[config.mk]
export PLATFORM = sky130hd
export DESIGN_NAME = ooo_completion_buffer_flat
export DESIGN_NICKNAME = d
export VERILOG_FILES = /design/src/rtl/ooo_completion_buffer_if.sv /design/src/rtl/ooo_completion_buffer.sv /design/src/flat_wrapper.sv
export SDC_FILE = /design/constraint.sdc
export NUM_CORES = 2
export LEC_CHECK = 0
export CORE_MARGIN = 4
export CORE_UTILIZATION = 40
export DETAILED_ROUTE_END_ITERATION = 7
export PLACE_DENSITY = 0.57
export SLEW_MARGIN = 20
export SYNTH_ARGS = -nofsm -noshare
export SYNTH_HDL_FRONTEND = slang
export SYNTH_SLANG_ARGS = --single-unit
[constraint.sdc]
create_clock -name CLK -period 6.1 [get_ports CLK]
set_clock_uncertainty 0.2 [all_clocks]
set_input_delay 1.22 -clock CLK [delete_from_list [all_inputs] [get_ports CLK]]
set_output_delay 1.22 -clock CLK [all_outputs]
set_load 0.05 [all_outputs]
[src/rtl/ooo_completion_buffer_if.sv]
// Decode, execute-unit and commit-side signals of the completion buffer.
// master drives allocation and completions; slave is the buffer itself.
interface ooo_completion_buffer_if #(
  parameter int IDX_W = 4
);
  logic             alloc_req;
  logic [4:0]       alloc_rd;
  logic [31:0]      alloc_pc;
  logic             alloc_halt;
  logic [IDX_W-1:0] alloc_index;
  logic             full;

  logic             done_a;
  logic             done_mu;
  logic             done_du;
  logic             done_ls;
  logic [IDX_W-1:0] index_a;
  logic [IDX_W-1:0] index_mu;
  logic [IDX_W-1:0] index_du;
  logic [IDX_W-1:0] index_ls;
  logic [31:0]      wdata_a;
  logic [31:0]      wdata_mu;
  logic [31:0]      wdata_du;
  logic [31:0]      wdata_ls;
  logic             exception_a;
  logic             exception_mu;
  logic             exception_du;
  logic             exception_ls;

  logic             mispredict;

  logic             rf_wen;
  logic [4:0]       rf_rd;
  logic [31:0]      rf_wdata;
  logic             retire;
  logic [31:0]      retire_pc;
  logic             exception_out;
  logic [31:0]      exception_pc;
  logic             halt_out;

  modport master (
    output alloc_req, alloc_rd, alloc_pc, alloc_halt,
    output done_a, done_mu, done_du, done_ls,
    output index_a, index_mu, index_du, index_ls,
    output wdata_a, wdata_mu, wdata_du, wdata_ls,
    output exception_a, exception_mu, exception_du, exception_ls,
    output mispredict,
    input  alloc_index, full,
    input  rf_wen, rf_rd, rf_wdata, retire, retire_pc,
    input  exception_out, exception_pc, halt_out
  );

  modport slave (
    input  alloc_req, alloc_rd, alloc_pc, alloc_halt,
    input  done_a, done_mu, done_du, done_ls,
    input  index_a, index_mu, index_du, index_ls,
    input  wdata_a, wdata_mu, wdata_du, wdata_ls,
    input  exception_a, exception_mu, exception_du, exception_ls,
    input  mispredict,
    output alloc_index, full,
    output rf_wen, rf_rd, rf_wdata, retire, retire_pc,
    output exception_out, exception_pc, halt_out
  );
endinterface

[src/rtl/ooo_completion_buffer.sv]
// In-order retirement buffer: allocate in order, complete out of order,
// retire one completed head entry per cycle, flush on exception/mispredict.
module ooo_completion_buffer #(
  parameter int NUM_CB_ENTRY = 16,
  parameter int IDX_W = $clog2(NUM_CB_ENTRY)
) (
  input logic CLK,
  input logic RST,
  ooo_completion_buffer_if.slave cb
);
  localparam int N = NUM_CB_ENTRY;

  logic [N-1:0]     valid_q, valid_d;
  logic [N-1:0]     done_q, done_d;
  logic [N-1:0]     exc_q, exc_d;
  logic [N-1:0]     halt_q, halt_d;
  logic [4:0]       rd_q [N];
  logic [4:0]       rd_d [N];
  logic [31:0]      pc_q [N];
  logic [31:0]      pc_d [N];
  logic [31:0]      wdata_q [N];
  logic [31:0]      wdata_d [N];
  logic [IDX_W-1:0] head_q, head_d;
  logic [IDX_W-1:0] tail_q, tail_d;
  logic [IDX_W:0]   count_q, count_d;
  logic             halt_out_q, halt_out_d;

  logic             full;
  logic             alloc_acc;
  logic             hv;
  logic             ret;
  logic             exc_out;
  logic             flush;

  logic [3:0]       dn;
  logic [3:0]       cex;
  logic [IDX_W-1:0] cidx [4];
  logic [31:0]      cwd [4];

  // Ascending unit order so that later (higher priority) units win.
  assign dn      = {cb.done_ls, cb.done_du, cb.done_mu, cb.done_a};
  assign cex     = {cb.exception_ls, cb.exception_du,
                    cb.exception_mu, cb.exception_a};
  assign cidx[0] = cb.index_a;
  assign cidx[1] = cb.index_mu;
  assign cidx[2] = cb.index_du;
  assign cidx[3] = cb.index_ls;
  assign cwd[0]  = cb.wdata_a;
  assign cwd[1]  = cb.wdata_mu;
  assign cwd[2]  = cb.wdata_du;
  assign cwd[3]  = cb.wdata_ls;

  assign full      = (count_q == (IDX_W+1)'(N));
  assign alloc_acc = cb.alloc_req && !full;
  assign hv        = valid_q[head_q] && done_q[head_q] && !halt_out_q;
  assign ret       = hv && !exc_q[head_q];
  assign exc_out   = hv && exc_q[head_q];
  assign flush     = exc_out || cb.mispredict;

  assign cb.alloc_index   = tail_q;
  assign cb.full          = full;
  assign cb.retire        = ret;
  assign cb.retire_pc     = ret ? pc_q[head_q] : '0;
  assign cb.rf_wen        = ret && (rd_q[head_q] != '0);
  assign cb.rf_rd         = ret ? rd_q[head_q] : '0;
  assign cb.rf_wdata      = ret ? wdata_q[head_q] : '0;
  assign cb.exception_out = exc_out;
  assign cb.exception_pc  = exc_out ? pc_q[head_q] : '0;
  assign cb.halt_out      = halt_out_q;

  always_comb begin
    valid_d    = valid_q;
    done_d     = done_q;
    exc_d      = exc_q;
    halt_d     = halt_q;
    rd_d       = rd_q;
    pc_d       = pc_q;
    wdata_d    = wdata_q;
    head_d     = head_q;
    tail_d     = tail_q;
    halt_out_d = halt_out_q;

    for (int u = 0; u < 4; u++) begin
      if (dn[u] && valid_q[cidx[u]]) begin
        done_d[cidx[u]]  = 1'b1;
        exc_d[cidx[u]]   = cex[u];
        wdata_d[cidx[u]] = cwd[u];
      end
    end

    if (alloc_acc) begin
      valid_d[tail_q] = 1'b1;
      done_d[tail_q]  = 1'b0;
      exc_d[tail_q]   = 1'b0;
      halt_d[tail_q]  = cb.alloc_halt;
      rd_d[tail_q]    = cb.alloc_rd;
      pc_d[tail_q]    = cb.alloc_pc;
      tail_d          = tail_q + 1'b1;
    end

    if (ret) begin
      valid_d[head_q] = 1'b0;
      done_d[head_q]  = 1'b0;
      head_d          = head_q + 1'b1;
      if (halt_q[head_q]) halt_out_d = 1'b1;
    end

    count_d = count_q + (IDX_W+1)'(alloc_acc)
                      - (IDX_W+1)'(ret);

    // A committing head still commits; everything else is dropped.
    if (flush) begin
      valid_d = '0;
      done_d  = '0;
      exc_d   = '0;
      head_d  = '0;
      tail_d  = '0;
      count_d = '0;
    end
  end

  always_ff @(posedge CLK or posedge RST) begin
    if (RST) begin
      valid_q    <= '0;
      done_q     <= '0;
      exc_q      <= '0;
      head_q     <= '0;
      tail_q     <= '0;
      count_q    <= '0;
      halt_out_q <= 1'b0;
    end else begin
      valid_q    <= valid_d;
      done_q     <= done_d;
      exc_q      <= exc_d;
      head_q     <= head_d;
      tail_q     <= tail_d;
      count_q    <= count_d;
      halt_out_q <= halt_out_d;
    end
  end

  always_ff @(posedge CLK) begin
    halt_q  <= halt_d;
    rd_q    <= rd_d;
    pc_q    <= pc_d;
    wdata_q <= wdata_d;
  end
endmodule

[src/flat_wrapper.sv]
// flat-port wrapper written by rule: the top's interface ports become plain ports
module ooo_completion_buffer_flat 
#(
  parameter int NUM_CB_ENTRY = 16,
  parameter int IDX_W = $clog2(NUM_CB_ENTRY)
)
  (CLK, RST, cb_alloc_req, cb_alloc_rd, cb_alloc_pc, cb_alloc_halt, cb_done_a, cb_done_mu, cb_done_du, cb_done_ls, cb_index_a, cb_index_mu, cb_index_du, cb_index_ls, cb_wdata_a, cb_wdata_mu, cb_wdata_du, cb_wdata_ls, cb_exception_a, cb_exception_mu, cb_exception_du, cb_exception_ls, cb_mispredict, cb_alloc_index, cb_full, cb_rf_wen, cb_rf_rd, cb_rf_wdata, cb_retire, cb_retire_pc, cb_exception_out, cb_exception_pc, cb_halt_out);
  ooo_completion_buffer_if #(.IDX_W(IDX_W)) cb_i ();
  input logic CLK;
  input logic RST;
  input wire logic [$bits(cb_i.alloc_req)-1:0] cb_alloc_req;
  input wire logic [$bits(cb_i.alloc_rd)-1:0] cb_alloc_rd;
  input wire logic [$bits(cb_i.alloc_pc)-1:0] cb_alloc_pc;
  input wire logic [$bits(cb_i.alloc_halt)-1:0] cb_alloc_halt;
  input wire logic [$bits(cb_i.done_a)-1:0] cb_done_a;
  input wire logic [$bits(cb_i.done_mu)-1:0] cb_done_mu;
  input wire logic [$bits(cb_i.done_du)-1:0] cb_done_du;
  input wire logic [$bits(cb_i.done_ls)-1:0] cb_done_ls;
  input wire logic [$bits(cb_i.index_a)-1:0] cb_index_a;
  input wire logic [$bits(cb_i.index_mu)-1:0] cb_index_mu;
  input wire logic [$bits(cb_i.index_du)-1:0] cb_index_du;
  input wire logic [$bits(cb_i.index_ls)-1:0] cb_index_ls;
  input wire logic [$bits(cb_i.wdata_a)-1:0] cb_wdata_a;
  input wire logic [$bits(cb_i.wdata_mu)-1:0] cb_wdata_mu;
  input wire logic [$bits(cb_i.wdata_du)-1:0] cb_wdata_du;
  input wire logic [$bits(cb_i.wdata_ls)-1:0] cb_wdata_ls;
  input wire logic [$bits(cb_i.exception_a)-1:0] cb_exception_a;
  input wire logic [$bits(cb_i.exception_mu)-1:0] cb_exception_mu;
  input wire logic [$bits(cb_i.exception_du)-1:0] cb_exception_du;
  input wire logic [$bits(cb_i.exception_ls)-1:0] cb_exception_ls;
  input wire logic [$bits(cb_i.mispredict)-1:0] cb_mispredict;
  output wire logic [$bits(cb_i.alloc_index)-1:0] cb_alloc_index;
  output wire logic [$bits(cb_i.full)-1:0] cb_full;
  output wire logic [$bits(cb_i.rf_wen)-1:0] cb_rf_wen;
  output wire logic [$bits(cb_i.rf_rd)-1:0] cb_rf_rd;
  output wire logic [$bits(cb_i.rf_wdata)-1:0] cb_rf_wdata;
  output wire logic [$bits(cb_i.retire)-1:0] cb_retire;
  output wire logic [$bits(cb_i.retire_pc)-1:0] cb_retire_pc;
  output wire logic [$bits(cb_i.exception_out)-1:0] cb_exception_out;
  output wire logic [$bits(cb_i.exception_pc)-1:0] cb_exception_pc;
  output wire logic [$bits(cb_i.halt_out)-1:0] cb_halt_out;
  assign cb_i.alloc_req = cb_alloc_req;
  assign cb_i.alloc_rd = cb_alloc_rd;
  assign cb_i.alloc_pc = cb_alloc_pc;
  assign cb_i.alloc_halt = cb_alloc_halt;
  assign cb_i.done_a = cb_done_a;
  assign cb_i.done_mu = cb_done_mu;
  assign cb_i.done_du = cb_done_du;
  assign cb_i.done_ls = cb_done_ls;
  assign cb_i.index_a = cb_index_a;
  assign cb_i.index_mu = cb_index_mu;
  assign cb_i.index_du = cb_index_du;
  assign cb_i.index_ls = cb_index_ls;
  assign cb_i.wdata_a = cb_wdata_a;
  assign cb_i.wdata_mu = cb_wdata_mu;
  assign cb_i.wdata_du = cb_wdata_du;
  assign cb_i.wdata_ls = cb_wdata_ls;
  assign cb_i.exception_a = cb_exception_a;
  assign cb_i.exception_mu = cb_exception_mu;
  assign cb_i.exception_du = cb_exception_du;
  assign cb_i.exception_ls = cb_exception_ls;
  assign cb_i.mispredict = cb_mispredict;
  assign cb_alloc_index = cb_i.alloc_index;
  assign cb_full = cb_i.full;
  assign cb_rf_wen = cb_i.rf_wen;
  assign cb_rf_rd = cb_i.rf_rd;
  assign cb_rf_wdata = cb_i.rf_wdata;
  assign cb_retire = cb_i.retire;
  assign cb_retire_pc = cb_i.retire_pc;
  assign cb_exception_out = cb_i.exception_out;
  assign cb_exception_pc = cb_i.exception_pc;
  assign cb_halt_out = cb_i.halt_out;
  ooo_completion_buffer #(.NUM_CB_ENTRY(NUM_CB_ENTRY), .IDX_W(IDX_W)) u_core (.CLK(CLK), .RST(RST), .cb(cb_i));
endmodule
# Word-level counts from Yosys, hierarchy flattened
# Index checks and enable logic that the tools add are counted.
# word_totals
output_inout_bits,110
inputBits,194
ff_bits,1182
# op_classes
reduce_logical,29
n_eq_ne,1
n_lt_le_gt_ge,23
bitwise,17
add_sub_neg,4
mux,89
# ops
cell,count
512-bit bitwise mux,5
512-bit 2-to-1 mux,4
32-bit demux with 4-bit select,5
32-bit 2-to-1 mux,12
32-bit binary-select mux with 4-bit select,2
16-bit 2-to-1 mux,16
16-bit bitwise mux,5
80-bit bitwise mux,1
16-bit OR,5
16-bit bitwise AND,4
1-bit binary-select mux with 4-bit select,8
16-bit NOT,2
"5-bit >= comparator, second input constant",6
"4-bit by 5-bit < comparator with 1-bit output, second input constant",6
4-bit NOT with 5-bit output,6
"5-bit by 1-bit < comparator with 1-bit output, second input constant",5
5-bit 2-to-1 mux,5
1-bit demux with 4-bit select,6
"4-bit by 1-bit >= comparator with 1-bit output, second input constant",6
1-bit logical AND,21
5-bit binary-select mux with 4-bit select,1
5-bit demux with 4-bit select,1
4-bit 2-to-1 mux,4
1-bit 2-to-1 mux,14
other kinds (9),13

# Logic depth before layout (Yosys ltp)
# depth
depth_word,17
mapped_depth,18
ltp_nobuf,15

# Worst setup path after synthesis
# OpenSTA, ideal clock, no wires.
# synth_path
path_kind,input to register
start,input cb_alloc_req
end,register u_core.done_q[3]
t_required_ns,5.756
cell_stages,6
path_buffers,1
slack_ns,0.796
t_arrival_ns,4.960
cell_sequence,nor2b_1 -> clkbuf_1 -> nand2_1 -> nor3_1 -> o21bai_1 -> a311oi_1
# synth_between
elab_chain_len,5
# synth_rtl
item,line,text
from (decl),flat_wrapper.sv:11,input wire logic [$bits(cb_i.alloc_req)-1:0] cb_alloc_req;
1-bit logical AND *,ooo_completion_buffer.sv:54,assign alloc_acc = cb.alloc_req && !full;
16-bit 2-to-1 mux *,ooo_completion_buffer.sv:91,if (alloc_acc) begin
16-bit bitwise AND (no source line),n/a,
16-bit 2-to-1 mux *,ooo_completion_buffer.sv:101,if (ret) begin
16-bit 2-to-1 mux *,ooo_completion_buffer.sv:112,if (flush) begin
net u_core.done_d[3],ooo_completion_buffer.sv:14,"logic [N-1:0] done_q, done_d;"
to (signal assigned),ooo_completion_buffer.sv:133,done_q <= done_d;
to (decl),ooo_completion_buffer.sv:14,
# The timed path passes the listed nets; every way through them passes the cells marked *.
# A chain may end at the register's enable or synchronous reset.

# Worst setup path in the final report
# layout_path
start,register u_core.head_q[0]
end,output cb_rf_wdata[5]
# layout_between
elab_chain_len,6
elab_cells_between_ends,15
classes_between,mux: 10; bitwise: 1; reduce/logical: 4
# layout_rtl
item,line,text
from (decl),ooo_completion_buffer.sv:23,"logic [IDX_W-1:0] head_q, head_d;"
from (signal assigned),ooo_completion_buffer.sv:127,head_q <= '0;
from (signal assigned),ooo_completion_buffer.sv:135,head_q <= head_d;
1-bit binary-select mux with 4-bit select,ooo_completion_buffer.sv:55,assign hv = valid_q[head_q] && done_q[head_q] && !halt_out_q;
1-bit 2-to-1 mux (implied by the code),ooo_completion_buffer.sv:55,
1-bit logical AND (2 in a row),ooo_completion_buffer.sv:55,
1-bit logical AND,ooo_completion_buffer.sv:56,assign ret = hv && !exc_q[head_q];
32-bit 2-to-1 mux *,ooo_completion_buffer.sv:66,assign cb.rf_wdata = ret ? wdata_q[head_q] : '0;
to (decl),flat_wrapper.sv:36,output wire logic [$bits(cb_i.rf_wdata)-1:0] cb_rf_wdata;
# Mark *: on every way between the ends. The rest lies on a longest branch, timed or not. The select of a mux whose other input is x is not followed.

==> impl_results.md <==
* Outcome: complete, no violations
* Final setup vio count at 0
* Ys async rst share at 0.0525
* Pin count of the biggest net entering global routing at 94
* Post-layout instance area at 0.0718 mm^2
* Core area at 0.156 mm^2
* Post-DP Area at 0.0669 mm^2
* TritonCTS Buffers at 139
* I/O pin count at 304
* Max cap viols at 0
* Vias at 50.9k
* Routed Antenna Nets at 0
* Clk Latency, worst-skew pair at 0.81 ns
* Initial Util at 0.402
* CTS tree: built
* CTS Hold Bufs at 0
* Sequential cell area at 0.0301 mm^2
* Crit Path Max Fanout at 40
* DP Cell Count at 7,641
* CP startpoint kind: flop
* Vias in the first global route at 48.1k
* Final Core Density at 0.460
* H-tree lvl count at 4
* Post-CTS resize count at 0
* Pwr dens at 281 mW/mm^2
* Pre-CTS setup slack at 1.10 ns
* Drt wl/cell at 31.2 um
* Synth Area per Inst at 10.6 um^2
* Synth area leaders: edfxtp_1 29%, dfxtp_1 16%, mux4_2 13%
* Period utilization at 0.944
* EDFF count, synth at 608
* P_sw at 5.19 mW
* Setup CP Type: reg2out
* Yosys reg bits at 1,182
* Grt total ovfl at 0
* Clk sink count at 1,182
* Slew Limit Fails at 0
* Setup_tns at 0 ns
* Post-synthesis compound-gate area fraction at 0.152
* Hold slack at 0.405 ns
* Post-Syn Nets at 6,145
* Die height at 404 um
* Maximum clock insertion buffer count at 3
* Reg power frac at 0.455
* Most common cell in the netlist: nor2_1
* VDD IR max at 0.257 mV
* Root Driver: clkbuf_16
* WL final at 248,000 um
* Comb pwr share at 0.117
* CP endpoint kind: output port
* Worst Path Arrival at 4.34 ns
* Synth area leader: edfxtp_1
* Synth Area in Simple Gates at 0.0956
* Post-synthesis xor/xnor area fraction at 0.00112
* Fin. Hold Viols at 0
* Die ar. at 0.163 mm^2
* Synth Instances at 5,936
* I/O Buffers at 303
* RSZ-0062 raised after global routing: false
* Cell Area, Synth at 0.0628 mm^2
* Layout area overhead at 14.2%
* Fill cell total of the finished layout at 14.1k
* Overall power at 20.2 mW
* Switching part of the total at 0.257
* Clock share of power at 0.428
* DIE WIDTH at 404 um
* Via density at 6.41
* Most frequent cells after synthesis: 630 x nor2_1, 608 x edfxtp_1, 570 x mux2i_1
* All-layer global routing usage at 0.293
* Worst min-delay path class: reg2reg
* Layout cells sized above 1 at 0.143
* Largest family of logic cells by synthesized area: multiplexers
* Leakage at 25.6 nW
* Post-synth top flop: edfxtp_1
* P_int at 15.0 mW
* GP Congestion at 0.880
* Nets at 5,935
* Top cell type's share of synthesized area at 0.291
* Synth Warn # at 0
* HPWL Detailed at 137,000 um
* Finished Layout Cells at 7,931
* Setup bufs post-CTS at 0
* Minimum clock period at 5.76 ns
* Rows at 145
* Initial antenna violation count at 52
* Drt first pass iters at 7
* First-pass GRT wire length at 350,000 um
* 1st-iter DRT viols at 6,763
* Post-Synth Adder-Cell Area at 0.00311
* Netlist cell types at 69
* Seq/Total Area, Yosys at 0.478
* Clock transition at the registers of the reported paths at 0.06 ns
* Slew Limit Headroom at 0.175
* Final Worst Setup Slack at 0.343 ns
* Post-route DRC violation count at 0
* Multi-input logic area at 0.0301 mm^2
* Worst path required time at 4.68 ns
* Fmax at 174 MHz
* Mux contribution to synthesized area at 0.218
* Worst-Margin Slew at 1.24 ns
==> logic make-up after synthesis <==
kind of cell,count (synthesis)
AO/OA/AOI/OAI,1612
XOR/XNOR,8
adder cells (fa/ha/maj),15
buffers and inverters,793
flip-flops,1182
multiplexers,925
AND/OR/NAND/NOR,1401
==> path summary, 6_finish.rpt <==
check,startpoint,to,slack [ns],cells after the start
max,u_core.head_q[0],cb_rf_wdata[5],0.34,7
min,u_core.done_q[4],u_core.done_q[4],0.40,2
max reg2reg,u_core.head_q[0],u_core.count_q[4],1.18,15
min reg2reg,u_core.done_q[4],u_core.done_q[4],0.40,2
max in group asynchronous,RST,u_core.head_q[1],4.10,3
min in group asynchronous,RST,u_core.count_q[4],0.62,2
==> power groups by stage <==
| stage | Clock [mW] | Combinational (mW) | Sequential (mW) |
|---|---|---|---|
| 6_report | 8.65 | 2.36 | 9.19 |
| 5_1_grt | 9.10 | 2.55 | 9.23 |
| 4_1_cts | 8.76 | 2.32 | 9.18 |
| 3_5_place_dp | 0 | 2.31 | 9.34 |
| 3_3_place_gp | 0 | 2.25 | 9.34 |
| 2_1_floorplan | 0 | 1.61 | 9.25 |
==> per-layer routing <==
layer	routed length, um	GRT usage
met5	92	0
met4	12400	0.145
met3	27400	0.0756
met2	111000	0.446
met1	96500	0.388
==> state kept, by name, summed over array words and instances, names as in the netlist <==
register	cells
u_core.rd_q	80
u_core.cb.halt_out	1
u_core.wdata_q	512
u_core.count_q	5
u_core.exc_q	16
u_core.cb.alloc_index	4
u_core.head_q	4
u_core.halt_q	16
u_core.pc_q	512
u_core.done_q	16
u_core.valid_q	16
==> area by class of cell <==
type / count / share of cell area
Inverter: 20 / 0.00112
Sequential cell: 1182 / 0.419
Clock inverter: 65 / 0.0129
Multi-Input combinational cell: 3961 / 0.419
Timing Repair Buffer: 422 / 0.0580
Antenna cell: 36 / 0.00125
Clock buffer: 187 / 0.0532
Tap cell: 2058 / 0.0359
==> placed cells by master, fill, tap and decap left out, types with 6 or more instances in the layout <==
master and instances:
and3_4 20, nand2_1 520, nor2b_1 41, nand3b_1 7
clkinv_1 16, bufinv_16 12, o21ai_0 436, mux2i_1 570
o21ai_1 49, nand3_1 16, edfxtp_1 608, or2_4 6
dfrtp_1 59, nand3_4 6, a211oi_1 502, clkbuf_8 14
a21oi_1 551, clkbuf_1 33, dfxtp_1 512, nor4_2 6
inv_1 16, mux4_2 354, o22ai_1 6, a311oi_1 28
nor2_4 16, clkinv_2 13, clkinv_16 9, buf_12 30
buf_4 150, clkdlybuf4s50_1 241, and3_1 70, diode_2 36
nor3_1 9, nand4b_1 6, a2111oi_0 10, ha_1 14
nor2_1 614, clkbuf_16 140
==> worst max-delay path, stage by stage (launching register included) <==
cell	delay (ns)
dfrtp_4	1.03
mux2i_1	0.17
a211oi_1	0.25
and3_1	0.27
o21a_4	0.62
buf_4	0.39
and3_1	0.52
buf_4	0.29
Power figures use the tool's default switching activity.
